[src/rtl/mem_arb_pkg.sv]
// Shared types and defaults for the fetch/data memory arbiter.
package mem_arb_pkg;

    localparam int unsigned DEFAULT_READ_LAT     = 32'd2;
    localparam int unsigned DEFAULT_STARVE_LIMIT = 32'd4;
    localparam int unsigned STARVE_W             = 32'd3;

    typedef enum logic {
        PORT_IF = 1'b0,
        PORT_D  = 1'b1
    } port_e;

    typedef struct packed {
        logic  valid;
        port_e port;
    } resp_tag_t;

    localparam resp_tag_t TAG_NONE = '{valid: 1'b0, port: PORT_IF};

    // Drops the valid bit of a tag that belongs to the port being flushed.
    function automatic resp_tag_t flush_tag(input resp_tag_t tag,
                                            input logic      flush,
                                            input port_e     flush_port);
        resp_tag_t res;
        res = tag;
        if (flush && (tag.port == flush_port)) begin
            res.valid = 1'b0;
        end else begin
            res.valid = tag.valid;
        end
        return res;
    endfunction

endpackage

[src/rtl/mem_resp_pipe.sv]
// Shift register of response tags that follows each read through the fixed
// memory latency; the tail names the requester owning the current read word.
module mem_resp_pipe
    import mem_arb_pkg::*;
#(
    parameter int unsigned DEPTH = DEFAULT_READ_LAT
) (
    input  logic      clk_i,
    input  logic      rst_n_i,
    input  resp_tag_t push_i,
    input  logic      flush_i,
    input  port_e     flush_port_i,
    output resp_tag_t tail_o
);

    resp_tag_t tag_q [DEPTH];
    resp_tag_t tag_d [DEPTH];

    // Next stage contents: shift by one, flushing the selected port everywhere.
    always_comb begin
        tag_d[0] = flush_tag(push_i, flush_i, flush_port_i);
        for (int i = 1; i < int'(DEPTH); i++) begin
            tag_d[i] = flush_tag(tag_q[i-1], flush_i, flush_port_i);
        end
    end

    // Tag storage; reset drops every in-flight response.
    always_ff @(posedge clk_i or negedge rst_n_i) begin
        if (!rst_n_i) begin
            for (int i = 0; i < int'(DEPTH); i++) begin
                tag_q[i] <= TAG_NONE;
            end
        end else begin
            for (int i = 0; i < int'(DEPTH); i++) begin
                tag_q[i] <= tag_d[i];
            end
        end
    end

    // A flush arriving with the response still suppresses it.
    assign tail_o = flush_tag(tag_q[DEPTH-1], flush_i, flush_port_i);

endmodule

[src/rtl/mem_arbiter.sv]
// Shares one memory between fetch and load/store: data-first arbitration with
// a fetch starvation guard, memory muxing, and in-order read response routing.
module mem_arbiter
    import mem_arb_pkg::*;
#(
    parameter int unsigned READ_LAT     = DEFAULT_READ_LAT,
    parameter int unsigned STARVE_LIMIT = DEFAULT_STARVE_LIMIT
) (
    input  logic        clk_i,
    input  logic        rst_n_i,
    input  logic        if_req_i,
    input  logic [31:0] if_addr_i,
    output logic        if_gnt_o,
    output logic        if_rvalid_o,
    output logic [31:0] if_rdata_o,
    input  logic        if_flush_i,
    input  logic        d_req_i,
    input  logic        d_we_i,
    input  logic [31:0] d_addr_i,
    input  logic [31:0] d_wdata_i,
    output logic        d_gnt_o,
    output logic        d_rvalid_o,
    output logic [31:0] d_rdata_o,
    output logic        mem_read_en_o,
    output logic        mem_we_o,
    output logic [31:0] mem_addr_o,
    output logic [31:0] mem_wdata_o,
    input  logic [31:0] mem_rdata_i
);

    localparam logic [STARVE_W-1:0] LIMIT = STARVE_W'(STARVE_LIMIT);

    logic [STARVE_W-1:0] starve_q;
    logic [STARVE_W-1:0] starve_d;
    logic                fetch_first_s;
    logic                if_gnt_s;
    logic                d_gnt_s;
    resp_tag_t           push_s;
    resp_tag_t           tail_s;

    // Grants are gated by reset so every output is quiet while rst_n is low.
    assign fetch_first_s = if_req_i && (starve_q == LIMIT);
    assign if_gnt_s      = rst_n_i && if_req_i && (!d_req_i || fetch_first_s);
    assign d_gnt_s       = rst_n_i && d_req_i && !fetch_first_s;

    // Starvation counter next state: count data wins while fetch waits.
    always_comb begin
        starve_d = starve_q;
        if (!if_req_i || if_gnt_s) begin
            starve_d = '0;
        end else if (d_gnt_s && (starve_q != LIMIT)) begin
            starve_d = starve_q + 3'd1;
        end else begin
            starve_d = starve_q;
        end
    end

    // Starvation counter register.
    always_ff @(posedge clk_i or negedge rst_n_i) begin
        if (!rst_n_i) begin
            starve_q <= '0;
        end else begin
            starve_q <= starve_d;
        end
    end

    // Memory drive from the winner; everything idles to zero without a grant.
    always_comb begin
        mem_addr_o    = 32'd0;
        mem_wdata_o   = 32'd0;
        mem_read_en_o = 1'b0;
        mem_we_o      = 1'b0;
        push_s        = TAG_NONE;
        if (d_gnt_s) begin
            mem_addr_o    = d_addr_i;
            mem_wdata_o   = d_we_i ? d_wdata_i : 32'd0;
            mem_read_en_o = !d_we_i;
            mem_we_o      = d_we_i;
            push_s        = '{valid: !d_we_i, port: PORT_D};
        end else if (if_gnt_s) begin
            mem_addr_o    = if_addr_i;
            mem_read_en_o = 1'b1;
            push_s        = '{valid: 1'b1, port: PORT_IF};
        end else begin
            push_s        = TAG_NONE;
        end
    end

    mem_resp_pipe #(
        .DEPTH        (READ_LAT)
    ) u_resp_pipe (
        .clk_i        (clk_i),
        .rst_n_i      (rst_n_i),
        .push_i       (push_s),
        .flush_i      (if_flush_i),
        .flush_port_i (PORT_IF),
        .tail_o       (tail_s)
    );

    assign if_gnt_o    = if_gnt_s;
    assign d_gnt_o     = d_gnt_s;
    assign if_rvalid_o = tail_s.valid && (tail_s.port == PORT_IF);
    assign d_rvalid_o  = tail_s.valid && (tail_s.port == PORT_D);
    assign if_rdata_o  = if_rvalid_o ? mem_rdata_i : 32'd0;
    assign d_rdata_o   = d_rvalid_o  ? mem_rdata_i : 32'd0;

endmodule

[config.mk]
export PLATFORM = sky130hd
export DESIGN_NAME = mem_arbiter
export DESIGN_NICKNAME = d
export VERILOG_FILES = /design/src/rtl/mem_arb_pkg.sv /design/src/rtl/mem_resp_pipe.sv /design/src/rtl/mem_arbiter.sv
export SDC_FILE = /design/constraint.sdc
export NUM_CORES = 1
export LEC_CHECK = 0
export CAP_MARGIN = 25
export CORE_AREA = 2 2 105 107
export DETAILED_ROUTE_END_ITERATION = 7
export DIE_AREA = 0 0 107 109
export GPL_ROUTABILITY_DRIVEN = 0
export SYNTH_ARGS = -nofsm -noshare
export SYNTH_HDL_FRONTEND = slang
export SYNTH_SLANG_ARGS = --single-unit
export TNS_END_PERCENT = 10
[constraint.sdc]
create_clock -name clk_i -period 1.8 [get_ports clk_i]
set_input_delay 0.36 -clock clk_i [delete_from_list [all_inputs] [get_ports clk_i]]
set_output_delay 0.36 -clock clk_i [all_outputs]
set_load 0.02 [all_outputs]
# Word-level counts from Yosys, hierarchy flattened
# Index checks and enable logic that the tools add are counted.
[classes]
magnitude_cmp = 0
n_reduce_logical = 18
n_shift = 0
muxes = 16
n_addsub = 1
multipliers = 0
eq_ne = 2
n_bitwise = 3
n_div = 0
[ops]
columns = ["op", "n"]
rows = [
  ["two-way mux 32 bit", 6],
  ["logical AND 1 bit", 11],
  ["two-way mux 1 bit", 6],
  ["two-way mux 3 bit", 2],
  ["logical NOT 1 bit", 4],
  ["two-way mux 2 bit", 2],
  ["adder 3 x 1 -> 3 bit (second input constant)", 1],
  ["== test 3 bit (second input constant)", 1],
  ["!= test 3 bit (second input constant)", 1],
  ["inverter 1 bit", 3],
  ["logical OR 1 bit", 2],
  ["nonzero test 2 bit", 1],
]
[word_totals]
memories = 0
latch_bits = 0
output_inout_bits = 134
ramBits = 0
romBits = 0
input_bits = 134
regBits = 7
wordCells = 45

# Longest topological paths before layout
[depth]
word_depth = 9
mapped_depth = 7
depth_no_buf = 5

# Modules after synthesis
# A second synthesis with hierarchy kept.
[hier_totals]
cells_unflattened = 190
area_unflattened_um2 = 1425.1
[modules_own_cells]
columns = ["module", "instances", "area_per_inst_um2", "seq_area_each_um2", "cells_each"]
rows = [
  ["mem_arbiter", 1, 1268.7, 75.1, 179],
  ["mem_resp_pipe", 1, 156.4, 100.1, 11],
]

# Worst setup path before layout
# No wires, ideal clock.
[synth_timing]
path_kind = "register to output"
startpoint = "register starve_q[0]"
endpoint = "output port mem_wdata_o[10]"
required_time_ns = 1.440
arrival_time_ns = 1.614
path_slack_ns = -0.174
path_stages_with_launch = 7
n_path_buf = 1
cell_sequence = "dfrtp_1 > inv_1 > ha_1 > nand3_1 > and4_1 > clkbuf_1 > and2_1"
[synth_via]
elab_chain_len = 5
[synth_rtl]
columns = ["item", "line_no", "text"]
rows = [
  ["start, declared", "mem_arbiter.sv:33", "logic [STARVE_W-1:0] starve_q;"],
  ["start signal, assigned", "mem_arbiter.sv:63", "starve_q <= starve_d;"],
  ["== test 3 bit", "mem_arbiter.sv:42", "assign fetch_first_s = if_req_i && (starve_q == LIMIT);"],
  ["logical AND 1 bit", "mem_arbiter.sv:42", ""],
  ["logical NOT 1 bit", "mem_arbiter.sv:44", "assign d_gnt_s = rst_n_i && d_req_i && !fetch_first_s;"],
  ["logical AND 1 bit", "mem_arbiter.sv:44", ""],
  ["two-way mux 32 bit", "mem_arbiter.sv:74", "if (d_gnt_s) begin"],
  ["end, declared", "mem_arbiter.sv:27", "output logic [31:0] mem_wdata_o,"],
]
# Every way passes these cells.

# Worst setup path in the final report
[layout_timing]
startpoint = "register starve_q[0]"
endpoint = "output port mem_addr_o[17]"
[layout_via]
elab_chain_len = 6
word_cells_on_any_way = 8
cone_classes = "eq/ne: 1; mux: 2; reduce/logical: 5"
[layout_rtl]
columns = ["item", "line_no", "text"]
rows = [
  ["== test 3 bit (*)", "mem_arbiter.sv:42", ""],
  ["logical AND 1 bit (*)", "mem_arbiter.sv:42", ""],
  ["logical OR 1 bit", "mem_arbiter.sv:43", "assign if_gnt_s = rst_n_i && if_req_i && (!d_req_i || fetch_first_s);"],
  ["logical AND 1 bit", "mem_arbiter.sv:43", ""],
  ["two-way mux 32 bit", "mem_arbiter.sv:80", "end else if (if_gnt_s) begin"],
  ["two-way mux 32 bit (*)", "mem_arbiter.sv:74", ""],
  ["end, declared", "mem_arbiter.sv:26", "output logic [31:0] mem_addr_o,"],
]
# Mark *: on every way between the ends. The rest lies on a longest branch, timed or not.

==> impl_summary.log <==
INFO  metric first_pass_grt_wire_length = 12,600 um
INFO  metric ys_types = 24
INFO  metric route.vias.total = 2,429
INFO  metric start_util = 0.131
INFO  metric detail_route.wl_per_cell = 15.1 um
INFO  metric max-slew-margin-rel = 0.846
INFO  metric cts-htree-levels = 1
INFO  metric pin_count = 268
INFO  metric layout_min_cycle_time = 2.09 ns
INFO  metric gr-total-overflow = 0
INFO  metric power_density = 267 mW/mm^2
INFO  metric yosys_most_used_dff = dfrtp_1
INFO  metric worst_pin_slew = 0.233 ns
INFO  metric ys_warn_count = 0
INFO  metric post_dp_cell_area = 0.00435 mm^2
INFO  metric synth_edf_count = 0
INFO  metric dieWidth = 107 um
INFO  metric switching_share = 0.324
INFO  metric synthesis.instances = 183
INFO  metric post-synth-top-area-cell = and2_1
INFO  metric synth.cells.most_frequent = and2_1 (66), and3_1 (33), a22o_1 (32)
INFO  metric maxClockFrequency = 478 MHz
INFO  metric worst_ep_arrival_time = 1.73 ns
INFO  metric core_region_area = 0.0106 mm^2
INFO  metric cp-end-kind = output port
INFO  metric synth_top_cells_by_area = and2_1 (30%), a22o_1 (20%), and3_1 (15%)
INFO  metric setup_tns = -13.99 ns
INFO  metric place_worst_setup_slack = -0.784 ns
INFO  metric final_layout_size_suffix_gt1_frac = 0.340
INFO  metric fillers = 1,093
INFO  metric antenna_found_initial = 0
INFO  metric die_h = 109 um
INFO  metric vias_in_the_first_global_route = 2,321
INFO  metric seq_power_share = 0.142
INFO  metric grtUsageTotal = 0.135
INFO  metric areaGrowthSynthToFinish = 220%
INFO  metric antennaDiodeCount = 0
INFO  metric path_class = reg -> out
INFO  metric crit_path_start_kind = flip-flop
INFO  metric crit_path_max_fanout = 13
INFO  metric final_max_slew_viols = 0
INFO  metric netlist_area = 0.00139 mm^2
INFO  metric place_hpwl = 7190 um
INFO  metric clkSlewWorstSetupHoldPaths = 0.04 ns
INFO  metric skew = 0.00277 ns
INFO  metric yosys.area.top_type_share = 0.297
INFO  metric r2r_slack = 0.39 ns
INFO  metric stdcell_area = 0.00445 mm^2
INFO  metric run_status = finished, violations left
INFO  metric input_output_buffers = 267
INFO  metric violations = negative setup slack
INFO  metric setup_violations = 82
INFO  metric power.share.clock = 0.190
INFO  metric syn-mean-instance-area = 7.59 um^2
INFO  metric number_of_cts_inserted_buffers = 3
INFO  metric tritoncts = built
INFO  metric postSynth.asyncResetShare = 1.00
INFO  metric clock_insertion_delay_worst_skew = 0.23 ns
INFO  metric cts.sink_count = 7
INFO  metric worst_ep_required_time = 1.44 ns
INFO  metric internal-power = 0.803 mW
INFO  metric pin_count_of_the_biggest_net_entering_global_routing = 34
INFO  metric detailedRoute.firstPassIterationCount = 4
INFO  metric route.antenna.remaining_nets = 0
INFO  metric max_cap_violations = 0
INFO  metric finalNetCount = 593
INFO  metric p_switching = 0.386 mW
INFO  metric finalCritPeriodShare = 1.16
INFO  metric hp-class = in -> async
INFO  metric holdBufCountCts = 0
INFO  metric leakagePower = 2.28 nW
INFO  metric rsz0062_at_grt = true
INFO  metric drt-initial-drc-count = 173
INFO  metric fp-row-count = 38
INFO  metric wirelength = 8990 um
INFO  metric postSynthNetCount = 319
INFO  metric design.die.area = 0.0117 mm^2
INFO  metric clock-root-buffer = clkbuf_8
INFO  metric vdd.ir_drop.worst = 235 uV
INFO  metric detail_routed_via_count_per_cell = 4.08
INFO  metric synth_most_common_cell = and2_1
INFO  metric setup_slack = -0.291 ns
INFO  metric route.detailed.drc = 0
INFO  metric cts_buffer_depth = 2
INFO  metric finalHoldViolCount = 0
INFO  metric yosys_register_bits = 7
INFO  metric pwr-share-comb = 0.668
INFO  metric portion_of_the_post_synthesis_area_used_by_sequential_elements = 0.126
[timing repair]
| action | 4_1_cts | 5_1_grt |
|---|---|---|
| pin swaps | 3 | 11 |
| setup buffers | 1 | 0 |
| resized for setup | 485 | 84 |
| setup endpoints to repair | 134 | 101 |
| cloned | 1 | 3 |
[flip-flops by register name, indices dropped and copies added, names as in the netlist]
name / cells
starve_q: 3
u_resp_pipe.tail_o: 1
u_resp_pipe.tag_q: 2
u_resp_pipe.tag_d: 1
[routing by layer]
metal	wire (um)	up-vias	track usage
met5	0	-	0
met1	3680	1102	0.169
li1	-	1194	-
met2	4540	125	0.243
met3	698	8	0.0317
met4	67	0	0.0176
[power by group through the flow]
stage          clock [mW]  combinational, mW  sequential (mW)
3_3_place_gp            0              0.776            0.169
6_report            0.225              0.795            0.169
2_1_floorplan           0              0.267            0.171
3_5_place_dp            0              0.783            0.169
4_1_cts             0.232              0.735            0.169
5_1_grt             0.243              0.841            0.170
[per-stage QoR]
stage / utilization / power [mW] / instances / hold WS [ns]
floorplan: - / 0.437 / 183 / 0.0644
global route: 0.419 / 1.25 / 596 / 0.280
global placement: 0.410 / 0.945 / 587 / 0.358
finish: 0.419 / 1.19 / 596 / 0.248
CTS: 0.387 / 1.14 / 593 / 0.244
detailed placement: 0.410 / 0.952 / 587 / 0.368
[cells by family after synthesis]
kind of cell,synth area share
flops,0.126
fa+ha+maj,0.0180
buf+inv,0.111
simple gates,0.500
compound gates,0.245
[placed cells by master, fill, tap and decap left out, drive strengths merged]
| master | n |
|---|---|
| a21o | 1 |
| a32o | 1 |
| nand3b | 1 |
| clkbuf | 7 |
| and2 | 66 |
| and3 | 34 |
| dfrtp | 7 |
| ha | 2 |
| nand4b | 1 |
| a21boi | 2 |
| a22o | 32 |
| and4 | 1 |
| buf | 110 |
| o21ai | 1 |
| clkdlybuf4s15 | 11 |
| clkdlybuf4s50 | 129 |
| nand3 | 2 |
| dlygate4sd2 | 35 |
| a21bo | 1 |
| nor3 | 1 |
| o21a | 1 |
| nor3b | 2 |
| a21oi | 1 |
| bufbuf | 1 |
| inv | 5 |
| nor2 | 1 |
[final cells by class]
type,count,area (um^2),share of cell area
inverters,5,18.8,0.00422
repair buffers,289,2820,0.634
multi-input cells,151,1210,0.273
well taps,140,175,0.0394
clock buffers,4,45.0,0.0101
flip-flops and latches,7,175,0.0394
[worst paths after layout]
| path | from | to | cells past startpoint |
|---|---|---|---|
| max | starve_q[0]$_DFFE_PN0P_ | mem_addr_o[17] | 7 |
| min | rst_n_i | starve_q[2]$_DFFE_PN0P_ | 2 |
| max in group asynchronous | rst_n_i | u_resp_pipe.tag_q[1]$_DFF_PN0_ | 2 |
| min in group clk_i | u_resp_pipe.tag_d[0]$_DFF_PN0_ | u_resp_pipe.tail_o[0]$_DFF_PN0_ | 0 |
| max reg2reg | starve_q[1]$_DFFE_PN0P_ | starve_q[1]$_DFFE_PN0P_ | 6 |
| min reg2reg | u_resp_pipe.tag_d[0]$_DFF_PN0_ | u_resp_pipe.tail_o[0]$_DFF_PN0_ | 0 |
[worst max-delay path, stage by stage (launching register included)]
cell       delay [ns]
dfrtp_1          0.35
inv_2            0.06
ha_4             0.17
a21bo_4          0.21
and3_4           0.19
clkbuf_16        0.18
a22o_1           0.18
buf_2            0.16
Power figures use the tool's default switching activity.
